`src/rtl/div_pkg.sv`:
```
// Shared definitions for the sequential divider.
//   DIV_WIDTH_DEFAULT : default operand/quotient/remainder width
//   div_state_t       : controller state encoding (IDLE, CALC, DONE)
package div_pkg;

  localparam int unsigned DIV_WIDTH_DEFAULT = 4;

  typedef enum logic [1:0] {
    IDLE = 2'd0,
    CALC = 2'd1,
    DONE = 2'd2
  } div_state_t;

endpackage

```
`src/rtl/div4_seq_if.sv`:
```
// Request/result bundle of the sequential divider.
//   master : drives start/dividend/divisor, observes busy/done/results
//   slave  : the divider side
interface div4_seq_if
  import div_pkg::*;
#(
  parameter int unsigned WIDTH = DIV_WIDTH_DEFAULT
) ();

  logic             start;
  logic [WIDTH-1:0] dividend;
  logic [WIDTH-1:0] divisor;
  logic             busy;
  logic             done;
  logic [WIDTH-1:0] quotient;
  logic [WIDTH-1:0] remainder;
  logic             div_zero;

  modport master (
    output start, dividend, divisor,
    input  busy, done, quotient, remainder, div_zero
  );

  modport slave (
    input  start, dividend, divisor,
    output busy, done, quotient, remainder, div_zero
  );

endinterface

```
`src/rtl/div_sub_stage.sv`:
```
// Trial subtract of one restoring-division step, purely combinational.
//   t    : WIDTH+1-bit trial value {R[WIDTH-1:0], Q msb}
//   d    : divisor
//   diff : t - d (meaningful when ge=1)
//   ge   : carry-out of the ripple, i.e. t >= d
module div_sub_stage #(
  parameter int unsigned WIDTH = 4
) (
  input  logic [WIDTH:0]   t,
  input  logic [WIDTH-1:0] d,
  output logic [WIDTH:0]   diff,
  output logic             ge
);

  localparam int unsigned N = WIDTH + 1;

  logic [N-1:0] b_inv;

  assign b_inv = ~{1'b0, d};

  // Ripple of full-adder cells: t + ~d + 1; carry-out high means no borrow.
  always_comb begin
    logic carry;
    diff  = '0;
    carry = 1'b1;
    for (int i = 0; i < int'(N); i++) begin
      diff[i] = t[i] ^ b_inv[i] ^ carry;
      carry   = (t[i] & b_inv[i]) | (carry & (t[i] ^ b_inv[i]));
    end
    ge = carry;
  end

endmodule

```
`src/rtl/div4_seq.sv`:
```
// Sequential restoring divider, one quotient bit per CALC cycle.
//   clk, rst : clock, asynchronous active-high reset
//   bus      : div4_seq_if slave (start/dividend/divisor in;
//              busy/done/quotient/remainder/div_zero out)
// Optional build macro DIV4_SEQ_ZERO_CHECK_EN: a zero divisor skips the
// iterations, completes in one cycle and raises div_zero.
module div4_seq
  import div_pkg::*;
#(
  parameter int unsigned WIDTH = DIV_WIDTH_DEFAULT
) (
  input  logic       clk,
  input  logic       rst,
  div4_seq_if.slave  bus
);

  localparam int unsigned CNT_W = (WIDTH > 1) ? $clog2(WIDTH) : 1;

  div_state_t       state_q;
  logic [WIDTH:0]   r_q;
  logic [WIDTH-1:0] q_q;
  logic [WIDTH-1:0] d_q;
  logic [CNT_W-1:0] cnt_q;
  logic             busy_q;
  logic             done_q;
  logic [WIDTH-1:0] quot_q;
  logic [WIDTH-1:0] rem_q;

  logic [WIDTH:0]   t;
  logic [WIDTH:0]   diff;
  logic             ge;
  logic [WIDTH:0]   r_nxt;
  logic [WIDTH-1:0] q_nxt;
  logic             last_iter;

  // One restoring step on the current partial remainder / quotient pair.
  assign t         = {r_q[WIDTH-1:0], q_q[WIDTH-1]};
  assign r_nxt     = ge ? diff : t;
  assign q_nxt     = WIDTH'({q_q, ge});
  assign last_iter = (cnt_q == CNT_W'(WIDTH - 1));

  div_sub_stage #(.WIDTH(WIDTH)) u_sub (
    .t    (t),
    .d    (d_q),
    .diff (diff),
    .ge   (ge)
  );

  // R's top bit is always 0 after a restoring step and never feeds the next one.
  logic unused_r_msb;
  assign unused_r_msb = r_q[WIDTH];

`ifdef DIV4_SEQ_ZERO_CHECK_EN
  logic div_zero_q;
  assign bus.div_zero = div_zero_q;
`else
  assign bus.div_zero = 1'b0;
`endif

  assign bus.busy      = busy_q;
  assign bus.done      = done_q;
  assign bus.quotient  = quot_q;
  assign bus.remainder = rem_q;

  // Controller, datapath registers and registered outputs.
  always_ff @(posedge clk or posedge rst) begin
    if (rst) begin
      state_q <= IDLE;
      r_q     <= '0;
      q_q     <= '0;
      d_q     <= '0;
      cnt_q   <= '0;
      busy_q  <= 1'b0;
      done_q  <= 1'b0;
      quot_q  <= '0;
      rem_q   <= '0;
`ifdef DIV4_SEQ_ZERO_CHECK_EN
      div_zero_q <= 1'b0;
`endif
    end else begin
      done_q <= 1'b0;
      unique case (state_q)
        IDLE, DONE: begin
          if (bus.start) begin
            r_q   <= '0;
            q_q   <= bus.dividend;
            d_q   <= bus.divisor;
            cnt_q <= '0;
`ifdef DIV4_SEQ_ZERO_CHECK_EN
            if (bus.divisor == '0) begin
              state_q    <= DONE;
              done_q     <= 1'b1;
              div_zero_q <= 1'b1;
              quot_q     <= '1;
              rem_q      <= bus.dividend;
            end else begin
              state_q    <= CALC;
              busy_q     <= 1'b1;
              div_zero_q <= 1'b0;
            end
`else
            state_q <= CALC;
            busy_q  <= 1'b1;
`endif
          end else begin
            state_q <= IDLE;
          end
        end
        CALC: begin
          r_q   <= r_nxt;
          q_q   <= q_nxt;
          cnt_q <= cnt_q + CNT_W'(1);
          if (last_iter) begin
            state_q <= DONE;
            busy_q  <= 1'b0;
            done_q  <= 1'b1;
            quot_q  <= q_nxt;
            rem_q   <= r_nxt[WIDTH-1:0];
          end
        end
        default: begin
          state_q <= IDLE;
          busy_q  <= 1'b0;
        end
      endcase
    end
  end

endmodule
```
`src/flat_wrapper.sv`:
```
// flat-port wrapper written by rule: the top's interface ports become plain ports
module div4_seq_flat import div_pkg::*;
#(
  parameter int unsigned WIDTH = DIV_WIDTH_DEFAULT
)
  (clk, rst, bus_start, bus_dividend, bus_divisor, bus_busy, bus_done, bus_quotient, bus_remainder, bus_div_zero);
  div4_seq_if #(.WIDTH(WIDTH)) bus_i ();
  input  logic clk;
  input  logic rst;
  input wire logic [$bits(bus_i.start)-1:0] bus_start;
  input wire logic [$bits(bus_i.dividend)-1:0] bus_dividend;
  input wire logic [$bits(bus_i.divisor)-1:0] bus_divisor;
  output wire logic [$bits(bus_i.busy)-1:0] bus_busy;
  output wire logic [$bits(bus_i.done)-1:0] bus_done;
  output wire logic [$bits(bus_i.quotient)-1:0] bus_quotient;
  output wire logic [$bits(bus_i.remainder)-1:0] bus_remainder;
  output wire logic [$bits(bus_i.div_zero)-1:0] bus_div_zero;
  assign bus_i.start = bus_start;
  assign bus_i.dividend = bus_dividend;
  assign bus_i.divisor = bus_divisor;
  assign bus_busy = bus_i.busy;
  assign bus_done = bus_i.done;
  assign bus_quotient = bus_i.quotient;
  assign bus_remainder = bus_i.remainder;
  assign bus_div_zero = bus_i.div_zero;
  div4_seq #(.WIDTH(WIDTH)) u_core (.clk(clk), .rst(rst), .bus(bus_i));
endmodule
```
`config.mk`:
```
export PLATFORM = sky130hd
export DESIGN_NAME = div4_seq_flat
export DESIGN_NICKNAME = d
export VERILOG_FILES = /design/src/rtl/div_pkg.sv /design/src/rtl/div4_seq_if.sv /design/src/rtl/div_sub_stage.sv /design/src/rtl/div4_seq.sv /design/src/flat_wrapper.sv
export SDC_FILE = /design/constraint.sdc
export NUM_CORES = 1
export LEC_CHECK = 0
export ABC_AREA = 1
export BUFFER_PORTS_ARGS = -buffer_cell sky130_fd_sc_hd__buf_4
export CAP_MARGIN = 20
export CORE_MARGIN = 10
export CORE_UTILIZATION = 34
export CTS_CLUSTER_SIZE = 30
export DETAILED_ROUTE_END_ITERATION = 8
export PLACE_DENSITY = 0.64
export SYNTH_ARGS = -nofsm -noshare
export SYNTH_HDL_FRONTEND = slang
export SYNTH_SLANG_ARGS = --single-unit
```
`constraint.sdc`:
```
create_clock -name clk -period 3.4 [get_ports clk]
set_input_delay 0.17 -clock clk [delete_from_list [all_inputs] [get_ports clk]]
set_output_delay 0.17 -clock clk [all_outputs]
set_load 0.01 [all_outputs]
```
## Word-level counts from Yosys, hierarchy flattened

Index checks and enable logic that the tools add are counted.

| storage, ports and cells | value |
|---|---|
| output and inout bits | 11 |
| input bits | 11 |
| register bits | 26 |
| word-level logic and storage cells | 61 |

| cells by class | value |
|---|---|
| bitwise logic cells | 24 |
| eq/ne operators | 5 |
| reductions and logical operators | 7 |
| mux-type cells | 15 |
| add/subtract/negate cells | 1 |

Operators with widths:

| cell | number |
|---|---|
| 4-bit case mux with 2 select lines | 2 |
| 4-bit 2-to-1 mux | 3 |
| 1-bit bitwise AND | 9 |
| 2-bit case mux with 2 select lines | 2 |
| 2-bit AND reduction | 4 |
| 1-bit bitwise XOR | 8 |
| 1-bit 2-to-1 mux | 5 |
| 4-bit inverter with 5-bit output | 1 |
| 1-bit OR | 5 |
| 2-bit == test (second input constant) | 2 |
| 2-bit 2-to-1 mux | 2 |
| 2-bit by 1-bit adder with 2-bit output (second input constant) | 1 |
| 2-bit by 1-bit == test with 1-bit output (second input constant) | 1 |
| 2-bit zero test | 1 |
| 2-bit by 1-bit inequality test with 1-bit output (second input constant) | 1 |
| 2-bit inequality test (second input constant) | 1 |
| 1-bit case mux with 2 select lines | 1 |
| 2-bit nonzero test | 1 |
| 2-bit OR reduction | 1 |
| 1-bit inverter | 1 |

## Logic depth before layout (Yosys ltp)

| logic depth | value |
|---|---|
| word-level depth | 13 |
| gate-level depth with buffers | 11 |
| depth with buffers taken out | 11 |

## Cells and area by module

Synthesis repeated with hierarchy kept, for this count alone.

| unflattened totals | value |
|---|---|
| cell total of the unflattened synthesis | 152 |
| area, all modules | 1271.2 µm² |

By module, submodules not included:

| module | sequential area each (µm²) | instances | area an instance (µm²) | cells an instance |
|---|---|---|---|---|
| div4_seq | 650.6 | 1 | 1137.3 | 134 |
| div_sub_stage | 0.0 | 1 | 133.9 | 18 |

## Worst setup path before layout

OpenSTA, ideal clock, no wires.

| timing path | value |
|---|---|
| kind | register to register |
| start point | register u_core.q_q[3] |
| end point | register u_core.rem_q[3] (netlist: u_core.bus.remainder[3]) |
| path buffers | 0 |
| library setup time | 0.065 ns |
| stages on the path, launching flop included | 11 |
| path slack | 1.361 ns |
| clock period less this slack | 2.039 ns |
| arrival time | 1.974 ns |
| required time | 3.335 ns |
| path through | dfrtp_1 > inv_1 > ha_1 > inv_1 > fa_1 > fa_1 > inv_1 > fa_1 > nand2_1 > nand3_1 > nand2_1 |

| on the way | value |
|---|---|
| cells in the longest elaborated chain, start to end | 11 |
| elaborated cells on any way between the ends | 13 |
| those cells by class | mux (1); bitwise (12) |

RTL lines:

| element | RTL line | text |
|---|---|---|
| from (decl) | div4_seq.sv:21 | `logic [WIDTH-1:0] q_q;` |
| from (signal assigned) | div4_seq.sv:86 | `q_q <= bus.dividend;` |
| from (signal assigned) | div4_seq.sv:111 | `q_q <= q_nxt;` |
| 1-bit bitwise AND / 1-bit bitwise XOR (equally long branches) | div_sub_stage.sv:28 | `carry = (t[i] & b_inv[i]) \| (carry & (t[i] ^ b_inv[i]));` |
| 1-bit OR * | div_sub_stage.sv:28 |  |
| 1-bit bitwise AND * | div_sub_stage.sv:28 |  |
| 1-bit OR * | div_sub_stage.sv:28 |  |
| 1-bit bitwise AND * | div_sub_stage.sv:28 |  |
| 1-bit OR * | div_sub_stage.sv:28 |  |
| 1-bit bitwise AND | div_sub_stage.sv:28 |  |
| 1-bit OR | div_sub_stage.sv:28 |  |
| 1-bit bitwise AND | div_sub_stage.sv:28 |  |
| 1-bit OR | div_sub_stage.sv:28 |  |
| 4-bit 2-to-1 mux * | div4_seq.sv:38 | `assign r_nxt = ge ? diff : t;` |
| to (signal assigned) | div4_seq.sv:118 | `rem_q <= r_nxt[WIDTH-1:0];` |
| to (decl) | div4_seq.sv:27 | `logic [WIDTH-1:0] rem_q;` |

Every way passes the cells marked *; elsewhere a longest branch is shown, timed or not.
A chain may end at the register's enable or synchronous reset.

## Final worst setup path

| timing path | value |
|---|---|
| start point | register u_core.q_q[3] |
| end point | register u_core.rem_q[2] (netlist: u_core.bus.remainder[2]) |

| on the way | value |
|---|---|
| cells in the longest elaborated chain, start to end | 11 |
| elaborated cells on any way between the ends | 13 |
| those cells by class | mux (1); bitwise (12) |

RTL lines:

| element | RTL line |
|---|---|
| 1-bit bitwise AND / 1-bit bitwise XOR (equally long branches) | div_sub_stage.sv:28 |
| 1-bit OR * | div_sub_stage.sv:28 |
| 1-bit bitwise AND * | div_sub_stage.sv:28 |
| 1-bit OR * | div_sub_stage.sv:28 |
| 1-bit bitwise AND | div_sub_stage.sv:28 |
| 1-bit OR | div_sub_stage.sv:28 |
| 1-bit bitwise AND | div_sub_stage.sv:28 |
| 1-bit OR | div_sub_stage.sv:28 |
| 1-bit bitwise AND | div_sub_stage.sv:28 |
| 1-bit OR | div_sub_stage.sv:28 |
| 4-bit 2-to-1 mux * | div4_seq.sv:38 |

Marked as above.

==> qor.log <==
[outcome] outcome complete, no violations
[min_path] startpoint of the tightest hold check path bus_divisor[0]
[clock_tree] total CTS buffers 3
[pwr] leakage power figure 0.8486 nW
[pwr] Internal Dissipation 0.9437 mW
[sta] fmax 441.7 MHz
[clock_tree] count of cells resized by post-cts repair 0
[placement] number of port buffers 20
[routing] number of design-rule violations left by the first detailed-router iteration 83
[pwr] switching share of power 0.4244
[final_layout] layout cell share with drive strength beyond 1 0.2335
[synth] FF+latch count, synth 26
[floorplanning] Std-Cell Rows 22
[clock_tree] post-CTS setup buffer count 0
[sta] Final Max Slew Viols 0
[pwr] reported net switching power 0.6957 mW
[routing] via/cell ratio 4.474
[clock_tree] clock sink count 26
[placement] total half-perimeter wirelength after legalization and detailed placement 2.036 mm
[final_layout] net total in the final layout 184
[worst_setup_path] Setup crit end kind register
[clock_tree] clock latency at the later pin of the worst-skew pair 0.27 ns
[placement] routability congestion estimate from global placement 0.8214
[pwr] Power Total 1.639 mW
[clock_tree] depth of the CTS H-tree 1
[worst_setup_path] Reg-to-Reg End u_core.bus.remainder[2]
[synth] Synth Net Count 159
[sta] final number of hold-violating endpoints 0
[synth] synthesized area divided by synthesized cell count 8.898 µm²
[floorplanning] DIE AREA 0.006589 mm²
[floorplanning] width of the die 81.18 µm
[final_layout] count of antenna diodes in the layout 0
[grt] initial antenna violation count 0
[final_layout] Post-Route Utilization 0.4329
[clock_tree] buffer levels on the longest clock path 2
[min_path] cell depth of the worst min-delay path 3
[pwr] Power Density 1042 mW/mm²
[worst_setup_path] startpoint of the lowest-slack register-to-register path u_core.q_q[3]
[final_layout] fill count 375
[grt] pin count of the biggest net entering global routing 27
[synth] number of synthesis warnings 0
[pwr] IR drop worst, VDD 0.2588 mV
[sta] post-layout minimum cycle time 2.264 ns
[floorplanning] area of the core 0.003633 mm²
[worst_setup_path] required time at the worst-slack endpoint 3.62 ns
[min_path] worst hold path class in2reg
[synth] post-synthesis instance area 0.001272 mm²
[synth] synth unique cells 19
[routing] count of nets left with antenna violations after detail routing 0
[routing] DRC violation count after routing 0
[clock_tree] TritonCTS clock tree built
[pwr] Combinational Power Share 0.498
[grt] number of global-route vias before repair 993
[worst_setup_path] slack of the worst reg-to-reg path 1.14 ns
[synth] part of the Yosys area used for sequential elements 0.5113
[clock_tree] clock-pin slew on the worst setup and hold paths 0.09 ns
[min_path] Worst Hold Path EP u_core.d_q[0]
[clock_tree] quantity of hold-fixing buffers added after cts 0
[routing] average wire length per cell after detail routing 11.85 µm
[worst_setup_path] FF-to-FF path depth 11
[floorplanning] Die Y 81.18 µm
[grt] Remaining Overflow, GRT 0
[worst_setup_path] CP Class reg2reg
[sta] setup violation total in the final timing report 0
[grt] global-route wire length before repair 4.388 mm
[routing] vias post-DR 962
[worst_setup_path] Worst Path Max Fanout 6
[pwr] clock share of power 0.154
[sta] summed negative setup slack over all endpoints 0 ns
[grt] total global-route track usage 0.08367
[sta] worst setup skew after layout 0.004758 ns
[clock_tree] clock root buffer sky130_fd_sc_hd__clkbuf_8
[worst_setup_path] sort of element at the start of the critical path register
[sta] fraction of the cycle the final worst path needs 0.6659
[final_layout] Area Growth Syn to Fin 23.60%
[job] max_cap viols 0
[pwr] share of power burned in registers 0.348
[worst_setup_path] data arrival time at the worst-slack endpoint 2.48 ns
[sta] setup repair after global routing missed its margin false
[floorplanning] initial cell density of the core 0.3502
[floorplanning] number of placed I/O pins 22
[synth] Synth Instances 143
[routing] drt first pass iters 4
[routing] total wire length 2.547 mm
==> metal layers <==
| layer | vias up | global-route usage | wire (µm) |
|---|---|---|---|
| met1 | 449 | 0.09481 | 1110 |
| met3 | 5 | 0.02759 | 153 |
| met4 | 0 | 0.04152 | 61 |
| met2 | 20 | 0.1385 | 1221 |
| li1 | 488 | - | - |
| met5 | - | 0 | 0 |
==> logic make-up (layout without fill, tap and decap cells) <==
kind of cell,after synthesis,in the layout,share of synthesized area
AOI/OAI and AO/OA,8,8,0.04032
adders and majority gates,5,5,0.06686
DFF,26,26,0.5113
and+or+nand+nor,79,79,0.2960
buffers and inverters,24,48,0.08260
other,1,1,0.002947
==> power groups by stage <==
stage / registers (mW) / clock network, mW / logic, mW
floorplan: 0.582 / 0 / 0.572
global placement: 0.567 / 0 / 0.790
detailed placement: 0.578 / 0 / 0.820
CTS: 0.572 / 0.261 / 0.829
global route: 0.591 / 0.277 / 0.944
finish: 0.571 / 0.252 / 0.816
==> placed cells by master (no fill, tap or decap) <==
| master | instances |
|---|---|
| sky130_fd_sc_hd__nand2_1 | 43 |
| sky130_fd_sc_hd__dfrtp_1 | 26 |
| sky130_fd_sc_hd__nand3_1 | 23 |
| sky130_fd_sc_hd__inv_1 | 20 |
| sky130_fd_sc_hd__buf_4 | 20 |
| sky130_fd_sc_hd__nand2_2 | 4 |
| sky130_fd_sc_hd__nor2_1 | 4 |
| sky130_fd_sc_hd__nand2_4 | 3 |
| sky130_fd_sc_hd__o21ai_2 | 3 |
| sky130_fd_sc_hd__a21oi_1 | 3 |
| sky130_fd_sc_hd__fa_1 | 3 |
| sky130_fd_sc_hd__clkbuf_8 | 3 |
| sky130_fd_sc_hd__o21ai_0 | 2 |
| sky130_fd_sc_hd__ha_1 | 2 |
| sky130_fd_sc_hd__inv_4 | 1 |
| sky130_fd_sc_hd__nor2_8 | 1 |
| sky130_fd_sc_hd__clkinv_2 | 1 |
| sky130_fd_sc_hd__nor2_2 | 1 |
| sky130_fd_sc_hd__conb_1 | 1 |
| sky130_fd_sc_hd__bufinv_16 | 1 |
| sky130_fd_sc_hd__dlygate4sd3_1 | 1 |
| sky130_fd_sc_hd__buf_16 | 1 |
==> per-stage QoR <==
step	instances	hold WS (ns)	area (µm²)	worst slack, ns
after global placement	209	0.4106	1464	1.302
after global routing	215	0.1322	1573	0.9242
final	215	0.1257	1573	1.136
after detailed placement	209	0.4111	1464	1.163
after CTS	213	0.1232	1535	1.125
after floorplan	143	0.2100	1272	1.361
==> final cells by class <==
cell class | instances | area [µm²] | area share
sequential | 26 | 650.6 | 0.4137
multi-input combinational | 93 | 516.7 | 0.3286
timing repair buffer | 22 | 187.7 | 0.1193
inverter | 22 | 86.33 | 0.05489
tap | 48 | 60.06 | 0.03819
clock buffer | 3 | 41.29 | 0.02625
clock inverter | 1 | 30.03 | 0.01909
==> worst max-delay path, cell delays in order, from the launching register on <==
cell and delay [ns]:
sky130_fd_sc_hd__dfrtp_1 0.38, sky130_fd_sc_hd__inv_1 0.08, sky130_fd_sc_hd__ha_1 0.16, sky130_fd_sc_hd__inv_1 0.05, sky130_fd_sc_hd__fa_1 0.38, sky130_fd_sc_hd__fa_1 0.37, sky130_fd_sc_hd__inv_1 0.08, sky130_fd_sc_hd__fa_1 0.26
sky130_fd_sc_hd__nand2_1 0.17, sky130_fd_sc_hd__nand2_1 0.11, sky130_fd_sc_hd__nand3_1 0.08, sky130_fd_sc_hd__nand2_1 0.07
==> cell usage after synthesis <==
library cell | number | area (µm²)
sky130_fd_sc_hd__nand2_1 | 43 | 161.4
sky130_fd_sc_hd__dfrtp_1 | 26 | 650.6
sky130_fd_sc_hd__nand3_1 | 23 | 115.1
sky130_fd_sc_hd__inv_1 | 20 | 75.07
sky130_fd_sc_hd__nand2_2 | 4 | 25.02
sky130_fd_sc_hd__nor2_1 | 4 | 15.01
sky130_fd_sc_hd__a21oi_1 | 3 | 15.01
sky130_fd_sc_hd__fa_1 | 3 | 60.06
sky130_fd_sc_hd__nand2_4 | 3 | 33.78
sky130_fd_sc_hd__o21ai_2 | 3 | 26.28
sky130_fd_sc_hd__ha_1 | 2 | 25.02
sky130_fd_sc_hd__o21ai_0 | 2 | 10.01
sky130_fd_sc_hd__buf_4 | 1 | 7.510
sky130_fd_sc_hd__buf_6 | 1 | 11.26
sky130_fd_sc_hd__clkinv_2 | 1 | 5.000
sky130_fd_sc_hd__conb_1 | 1 | 3.750
sky130_fd_sc_hd__inv_4 | 1 | 6.260
sky130_fd_sc_hd__nor2_2 | 1 | 6.260
sky130_fd_sc_hd__nor2_8 | 1 | 20.02
==> registers in the layout (all words and copies together), names as in the netlist <==
signal and count:
u_core.state_q 2, u_core.q_q 4, u_core.d_q 4, u_core.r_q 4
u_core.bus.remainder 4, u_core.bus.busy 1, u_core.bus.quotient 4, u_core.cnt_q 2
u_core.bus.done 1
==> how the worst max path moves through the flow <==
stage                             start                 endpoint  slack [ns]  depth (start not counted)
after global routing      u_core.q_q[3]  u_core.bus.remainder[0]        0.92                         11
after detailed placement  u_core.q_q[3]            u_core.q_q[0]        1.16                         10
after global placement    u_core.q_q[3]  u_core.bus.remainder[2]        1.30                         11
after CTS                 u_core.q_q[3]  u_core.bus.remainder[2]        1.12                         11
after floorplan           u_core.q_q[3]  u_core.bus.remainder[3]        1.36                         10
final                     u_core.q_q[3]  u_core.bus.remainder[2]        1.14                         11
Power figures use the tool's default switching activity.
